`src/rtl/alu_issue.sv`:
```
// RV32I ALU issue: decodes OP/OP-IMM/LUI/AUIPC into ALU operands, queues them in a 2-entry skid buffer.
// Latency 1 cycle; in_ready is registered and drops only when both entries are occupied.
// Optional ALU_ISSUE_STATS_EN adds saturating issue_cnt / illegal_cnt counters.
module alu_issue (
    input  logic        clk,
    input  logic        rst_n,
    input  logic        in_valid,
    output logic        in_ready,
    input  logic [31:0] instr,
    input  logic [31:0] pc,
    input  logic [31:0] rs1_data,
    input  logic [31:0] rs2_data,
    output logic [31:0] op1,
    output logic [31:0] op2,
    output logic [3:0]  aluSel,
    output logic        out_valid,
    input  logic        out_ready,
    output logic        illegal
`ifdef ALU_ISSUE_STATS_EN
    ,
    output logic [15:0] issue_cnt,
    output logic [7:0]  illegal_cnt
`endif
);

    localparam logic [3:0] SEL_ADD   = 4'd0;
    localparam logic [3:0] SEL_SUB   = 4'd1;
    localparam logic [3:0] SEL_SLL   = 4'd2;
    localparam logic [3:0] SEL_SLT   = 4'd3;
    localparam logic [3:0] SEL_SLTU  = 4'd4;
    localparam logic [3:0] SEL_XOR   = 4'd5;
    localparam logic [3:0] SEL_SRL   = 4'd6;
    localparam logic [3:0] SEL_SRA   = 4'd7;
    localparam logic [3:0] SEL_OR    = 4'd8;
    localparam logic [3:0] SEL_AND   = 4'd9;
    localparam logic [3:0] SEL_COPY1 = 4'd10;

    typedef struct packed {
        logic [3:0]  sel;
        logic [31:0] op1;
        logic [31:0] op2;
    } uop_t;

    logic [6:0] opcode;
    logic [2:0] f3;
    logic [6:0] f7;
    logic       unused_rd;
    assign opcode    = instr[6:0];
    assign f3        = instr[14:12];
    assign f7        = instr[31:25];
    assign unused_rd = ^instr[11:7];

    uop_t dec;
    logic dec_ok;

    always_comb begin
        dec    = '0;
        dec_ok = 1'b0;
        case (opcode)
            7'b0110011: begin
                dec.op1 = rs1_data;
                dec.op2 = rs2_data;
                if (f7 == 7'b0000000) begin
                    dec_ok = 1'b1;
                    case (f3)
                        3'b000:  dec.sel = SEL_ADD;
                        3'b001:  dec.sel = SEL_SLL;
                        3'b010:  dec.sel = SEL_SLT;
                        3'b011:  dec.sel = SEL_SLTU;
                        3'b100:  dec.sel = SEL_XOR;
                        3'b101:  dec.sel = SEL_SRL;
                        3'b110:  dec.sel = SEL_OR;
                        default: dec.sel = SEL_AND;
                    endcase
                end else if (f7 == 7'b0100000 && f3 == 3'b000) begin
                    dec_ok  = 1'b1;
                    dec.sel = SEL_SUB;
                end else if (f7 == 7'b0100000 && f3 == 3'b101) begin
                    dec_ok  = 1'b1;
                    dec.sel = SEL_SRA;
                end
            end
            7'b0010011: begin
                dec.op1 = rs1_data;
                dec.op2 = {{20{instr[31]}}, instr[31:20]};
                dec_ok  = 1'b1;
                case (f3)
                    3'b000: dec.sel = SEL_ADD;
                    3'b001: begin
                        dec.sel = SEL_SLL;
                        dec_ok  = (f7 == 7'b0000000);
                    end
                    3'b010: dec.sel = SEL_SLT;
                    3'b011: dec.sel = SEL_SLTU;
                    3'b100: dec.sel = SEL_XOR;
                    3'b101: begin
                        // shift immediates carry the arithmetic flag in instr[30]
                        dec.sel = (f7 == 7'b0100000) ? SEL_SRA : SEL_SRL;
                        dec_ok  = (f7 == 7'b0000000) || (f7 == 7'b0100000);
                    end
                    3'b110:  dec.sel = SEL_OR;
                    default: dec.sel = SEL_AND;
                endcase
            end
            7'b0110111: begin
                dec_ok  = 1'b1;
                dec.sel = SEL_COPY1;
                dec.op1 = {instr[31:12], 12'b0};
            end
            7'b0010111: begin
                dec_ok  = 1'b1;
                dec.sel = SEL_ADD;
                dec.op1 = pc;
                dec.op2 = {instr[31:12], 12'b0};
            end
            default: dec_ok = 1'b0;
        endcase
    end

    uop_t       head;
    uop_t       tail;
    logic [1:0] cnt;
    logic [1:0] cnt_nxt;
    logic       acc;
    logic       enq;
    logic       deq;

    assign out_valid = (cnt != 2'd0);
    assign op1       = head.op1;
    assign op2       = head.op2;
    assign aluSel    = head.sel;
    assign acc       = in_valid && in_ready;
    assign enq       = acc && dec_ok;
    assign deq       = out_valid && out_ready;

    always_comb begin
        cnt_nxt = cnt;
        if (enq && !deq)
            cnt_nxt = cnt + 2'd1;
        else if (deq && !enq)
            cnt_nxt = cnt - 2'd1;
    end

    always_ff @(posedge clk or negedge rst_n) begin
        if (!rst_n) begin
            cnt      <= 2'd0;
            head     <= '0;
            tail     <= '0;
            in_ready <= 1'b0;
            illegal  <= 1'b0;
        end else begin
            cnt      <= cnt_nxt;
            in_ready <= (cnt_nxt != 2'd2);
            illegal  <= acc && !dec_ok;
            if (deq) begin
                // enqueue alongside dequeue only happens with one entry, so new data becomes head
                if (enq)
                    head <= dec;
                else if (cnt == 2'd2)
                    head <= tail;
            end else if (enq) begin
                if (cnt == 2'd0)
                    head <= dec;
                else
                    tail <= dec;
            end
        end
    end

`ifdef ALU_ISSUE_STATS_EN
    always_ff @(posedge clk or negedge rst_n) begin
        if (!rst_n) begin
            issue_cnt   <= 16'd0;
            illegal_cnt <= 8'd0;
        end else begin
            if (deq && issue_cnt != 16'hFFFF)
                issue_cnt <= issue_cnt + 16'd1;
            if (acc && !dec_ok && illegal_cnt != 8'hFF)
                illegal_cnt <= illegal_cnt + 8'd1;
        end
    end
`endif

endmodule

```
`config.mk`:
```
export PLATFORM = sky130hd
export DESIGN_NAME = alu_issue
export DESIGN_NICKNAME = d
export VERILOG_FILES = /design/src/rtl/alu_issue.sv
export SDC_FILE = /design/constraint.sdc
export NUM_CORES = 1
export LEC_CHECK = 0
export ABC_AREA = 1
export BUFFER_PORTS_ARGS = -buffer_cell sky130_fd_sc_hd__buf_2
export CORE_MARGIN = 2
export CORE_UTILIZATION = 50
export DETAILED_ROUTE_END_ITERATION = 6
export PLACE_DENSITY = 0.76
export SYNTH_ARGS = -nofsm -noshare
export SYNTH_HDL_FRONTEND = slang
export SYNTH_SLANG_ARGS = --single-unit
```
`constraint.sdc`:
```
create_clock -name clk -period 2.4 [get_ports clk]
set_input_delay 0.12 -clock clk [delete_from_list [all_inputs] [get_ports clk]]
set_output_delay 0.12 -clock clk [all_outputs]
set_load 0.02 [all_outputs]
```
Word-level counts from Yosys, hierarchy flattened
Index checks and enable logic that the tools add are counted. W data, S select, Z words.

Equality and inequality tests: 13. Mux-type cells: 20. Reduce and logical (&&, ||, !) cells: 22. Bitwise gates (word level): 2. Add/subtract/negate cells: 2.

Operators with widths (number): $mux W68 (5); $pmux W36 S4 (1); $pmux W32 S3 (1); $pmux W4 S7 (2); $eq A7 B6 Y1 const B (3); $eq A7 B5 Y1 const B (2); $eq A3 B3 Y1 const B (3); $logic_and A1 B1 Y1 (8); $reduce_bool A2 Y1 (4); $logic_not A7 Y1 (1); $eq A3 B2 Y1 const B (2); $mux W3 (2); $reduce_and A3 Y1 (2); $mux W1 (4); $mux W2 (2); $mux W4 (1); $eq A3 B1 Y1 const B (1); $logic_not A1 Y1 (3); $logic_not A3 Y1 (1); $pmux W1 S3 (1); $add A2 B1 Y2 const B (1); $eq A2 B2 Y1 const B (1); $logic_not A2 Y1 (1); $ne A2 B2 Y1 const B (1); other kinds (5) (6).

Output and inout port bits: 71. Word-level logic and storage cells: 68. Bits in registers: 140. Input bits: 132.

Longest topological paths before layout
Depth after elaboration: 12. Mapped depth: 15. Depth with buffers taken out: 14.

Worst setup path after synthesis
OpenSTA, ideal clock, no wires.

Path type: flip-flop to flip-flop. From: reg cnt[0]. To: reg head (netlist bit aluSel[0]). Setup slack: 0.578 ns. Setup time: 0.117 ns. Clock period less this slack: 1.822 ns. Buffers on the path: 2. Stages on the path, launching flop included: 9. Data required time: 2.283 ns. Data arrival time: 1.704 ns. Path through: dfrtp_1 > inv_1 > ha_1 > nor2_1 > clkbuf_1 > clkbuf_1 > nand3_1 > nand3_1 > nand2_1.

Longest elaborated chain between the ends: 4. Elaborated cells between the ends (all ways): 9. Those cells by class: eq/ne (1); mux (1); reduce/logical (7).

RTL lines: from (decl) (RTL line 122) `logic [1:0] cnt;`; from (signal assigned) (RTL line 152) `cnt <= cnt_nxt;`; $reduce_bool A2 Y1 (RTL line 128) `assign out_valid = (cnt != 2'd0);`; $logic_and A1 B1 Y1 (RTL line 134) `assign deq = out_valid && out_ready;`; $reduce_bool A2 Y1 (no line); $reduce_and A3 Y1 (no line); to (signal assigned) (RTL line 160) `head <= tail;`; to (decl) (RTL line 120) `uop_t head;`.

Parallel ways exist; a longest one is shown, timed or not. A chain may end at the register's enable or synchronous reset.

Final worst setup path
From: reg cnt[0]. To: reg tail[23] (netlist name).

Longest elaborated chain between the ends: 4. Elaborated cells between the ends (all ways): 6. Those cells by class: bitwise (2); reduce/logical (4).

RTL lines: $reduce_bool A2 Y1 (RTL line 128); $logic_and A1 B1 Y1 (RTL line 134); $not A1 Y1 (no line); $reduce_and A3 Y1 (no line) (*); to (signal assigned) (RTL line 148) `tail <= '0;`; to (signal assigned) (RTL line 165) `tail <= dec;`; to (decl) (RTL line 121) `uop_t tail;`.

Every way passes the cells marked *; elsewhere a longest branch is shown, timed or not.

==> qor.csv <==
stage,metric,value,unit
logic_synthesis,ys_types,29,
worst_setup_path,timing.rr.start,cnt[0],
clock_network,root_buffer,clkbuf_16,
logic_synthesis,avgSynthCellArea,7.444,µm²
global_route,grtUsageTotal,0.2807,
global_route,use_met2,0.4439,
logic_synthesis,synthCells,1032,
logic_synthesis,yosys_warnings,0,
sta,skew,0.006315,ns
sta,fin_setup_tns,0,ns
clock_network,htree_levels,4,
global_route,antenna_found_initial,0,
logic_synthesis,synth_edf_count,0,
final_layout,final_nets,1345,
global_route,grt_pass1_vias,7025,
clock_network,tritoncts,done,
sta,max_freq,495.5,MHz
logic_synthesis,synth_flop_cell,dfrtp_1,
worst_setup_path,crit_arrival,2.33,ns
final_layout,diodes,0,
global_route,grt_overflow,0,
hold_path,hold_class,primary input to flip-flop,
sta,min_period,2.018,ns
power,p_per_area,1028,nW/µm²
logic_synthesis,ys_async_sr_fraction,1.000,
global_route,busiest_layer,met2,
worst_setup_path,critPathCaptureType,flip-flop,
route,ant_nets,0,
placement,dp_hpwl,15.31,mm
route,vias,7459,
worst_setup_path,critPathKind,flip-flop to flip-flop,
clock_network,insertion_delay,0.42,ns
final_layout,drive_gt1_frac,0.2181,
floorplan,io_pins,203,
sta,hold_viol_final,0,
hold_path,min_from,rs1_data[15],
logic_synthesis,synth_area,7682,µm²
worst_setup_path,crit_start,cnt[0],
clock_network,clock-sinks,140,
global_route,grt_pass1_wl,35.74,mm
placement,place_congestion,0.8370,
clock_network,clock_path_buffers,2,
global_route,grt_use_met1,0.3765,
floorplan,fp.dieArea,16370,µm²
placement,numPortBuffers,197,
logic_synthesis,yosysTopAreaCellShare,0.4560,
global_route,grtUsageMet3,0.05718,
sta,slew_viol_final,0,
sta,slew_headroom,0.6374,
worst_setup_path,crit_slowest_cell,dfrtp_1,
final_layout,area_delta_synth_final,23.60,%
sta,rsz0062_at_grt,false,
global_route,grt_max_degree,63,
clock_network,post_cts_buffers,0,
clock_network,postCtsResizedCells,0,
power,vdd_ir_drop_max,0.6663,mV
clock_network,clk_pin_slew_worst_paths,0.06,ns
worst_setup_path,cp-start-kind,flip-flop,
final_layout,multi_input_area,3309,µm²
logic_synthesis,yosysSeqAreaShare,0.4560,
logic_synthesis,synth-seq-cells,140,
route,drc,0,
floorplan,die_w,128.0,µm
worst_setup_path,cpPeakStageDelay,0.34,ns
final_layout,seqCellArea,3503,µm²
sta,whs,0.04611,ns
worst_setup_path,required,2.71,ns
worst_setup_path,crit_chain,inv_1 > ha_1 > nor2_1 > inv_1 > nor2_4 > buf_12 > nand2_1 > o21a_1,
floorplan,rows,45,
route,drtIter0Drc,605,
route,drt_first_pass_iters,7,
logic_synthesis,synth_nets,1166,
floorplan,initial_utilization,0.5091,
sta,post-route-period-util,0.8408,
final_layout,fillers,1380,
clock_network,cts_inserted_buffers,17,
logic_synthesis,synth.largest_area_cell,dfrtp_1,
floorplan,core,15090,µm²
logic_synthesis,ys_top_cells_by_area,"dfrtp_1, nand2_1, inv_1",
outcome,outcome,finished clean,
route,post_drt_via_cell_ratio,5.283,
sta,worst_pin_slew,0.5439,ns
power,leakage,5.264,nW
worst_setup_path,cp_max_fo,58,
worst_setup_path,cpMostUsedCell,inv_1,
route,wl_per_cell,15.88,µm
floorplan,die_h,128.0,µm
run,drv_cap,0,
route,drt-total-wl,22.43,mm
clock_network,postCtsHoldBufs,2,
sta,setup_viol,0,
==> path summary, 6_finish.rpt <==
path,cells past startpoint,to,slack [ns]
setup / recovery,8,tail[23],0.38
hold / removal,4,tail[47],0.05
setup reg to reg,8,tail[23],0.38
hold reg to reg,2,op1[25],0.47
max in group asynchronous,3,op2[18],1.46
min in group asynchronous,2,tail[41],0.23
==> critical path, delay by kind of cell, from the launching register on <==
kind	cells	cell delay, ns
AND/OR/NAND/NOR	3	0.65
buffers and inverters	3	0.50
flip-flops	1	0.34
adder cells (fa/ha/maj)	1	0.25
AO/OA/AOI/OAI	1	0.12
==> cell families after synthesis <==
kind of cell,Yosys count,share of synthesized area
adder cells (fa/ha/maj),2,0.003257
AO/OA/AOI/OAI,141,0.1140
AND/OR/NAND/NOR,534,0.3119
flip-flops,140,0.4560
buffers and inverters,215,0.1148
==> sequential cells by signal, summed over array words and instances (netlist names) <==
signal and cells:
tail 68, op1 32, op2 32, aluSel 4, cnt 2, illegal 1, in_ready 1
==> layout make-up <==
cell class,instances,share of cell area
inverters,150,0.05930
repair buffers,225,0.1364
multi-input cells,677,0.3485
well taps,188,0.02477
flip-flops and latches,140,0.3690
clock buffers,22,0.04994
clock inverters,10,0.01212
==> cell usage in the layout (no fill, tap or decap) <==
cell type	Yosys	layout
nand2_1	329	327
buf_2	27	196
inv_1	147	147
dfrtp_1	140	140
nand3_1	103	103
o22ai_1	42	42
o21a_1	40	40
nand3b_1	40	40
nor2_1	35	34
o21ai_0	34	34
a21oi_1	21	21
nor3b_1	19	19
buf_4	9	19
clkbuf_16	0	17
buf_12	0	7
inv_2	3	3
nor2_4	2	3
nand2_2	1	3
clkbuf_8	0	3
clkinvlp_4	0	3
clkinv_2	0	3
ha_1	2	2
bufinv_16	0	2
clkbuf_1	21	2
clkinv_4	0	2
dlygate4sd3_1	0	2
o21ai_1	1	1
nor3_2	1	1
nor2_2	1	1
nor3_1	1	1
nand3_2	1	1
nand2_4	1	1
a21boi_0	1	1
a21oi_4	1	1
o32ai_1	1	1
buf_6	1	1
==> metrics by stage <==
step	setup WS, ns	area, µm²	util	total power [W]	std cells
2_1_floorplan	0.5785	7682	-	0.005923	1032
3_3_place_gp	0.3367	8886	0.5889	0.007071	1378
3_5_place_dp	0.3088	8886	0.5889	0.007169	1378
4_1_cts	0.3901	9495	0.6293	0.009803	1412
5_1_grt	0.2130	9495	0.6293	0.01035	1412
6_report	0.3820	9495	0.6293	0.009759	1412
==> routing by layer <==
metal	vias up	routed length (µm)
met5	-	0
met4	0	718
met3	48	1581
met2	294	10550
met1	3489	9577
li1	3628	-
==> Yosys cell counts, drive strengths merged, types with 2 or more instances <==
cell    count
nand2     331
inv       150
dfrtp     140
nand3     104
buf        44
o22ai      42
nand3b     40
o21a       40
nor2       38
o21ai      35
a21oi      22
clkbuf     21
nor3b      19
ha          2
nor3        2
==> power by group <==
part,internal (W),switching (W)
registers,0.00320,0.000416
logic,0.00126,0.00226
clock network,0.00161,0.00101
(Power assumes the default switching activity.)
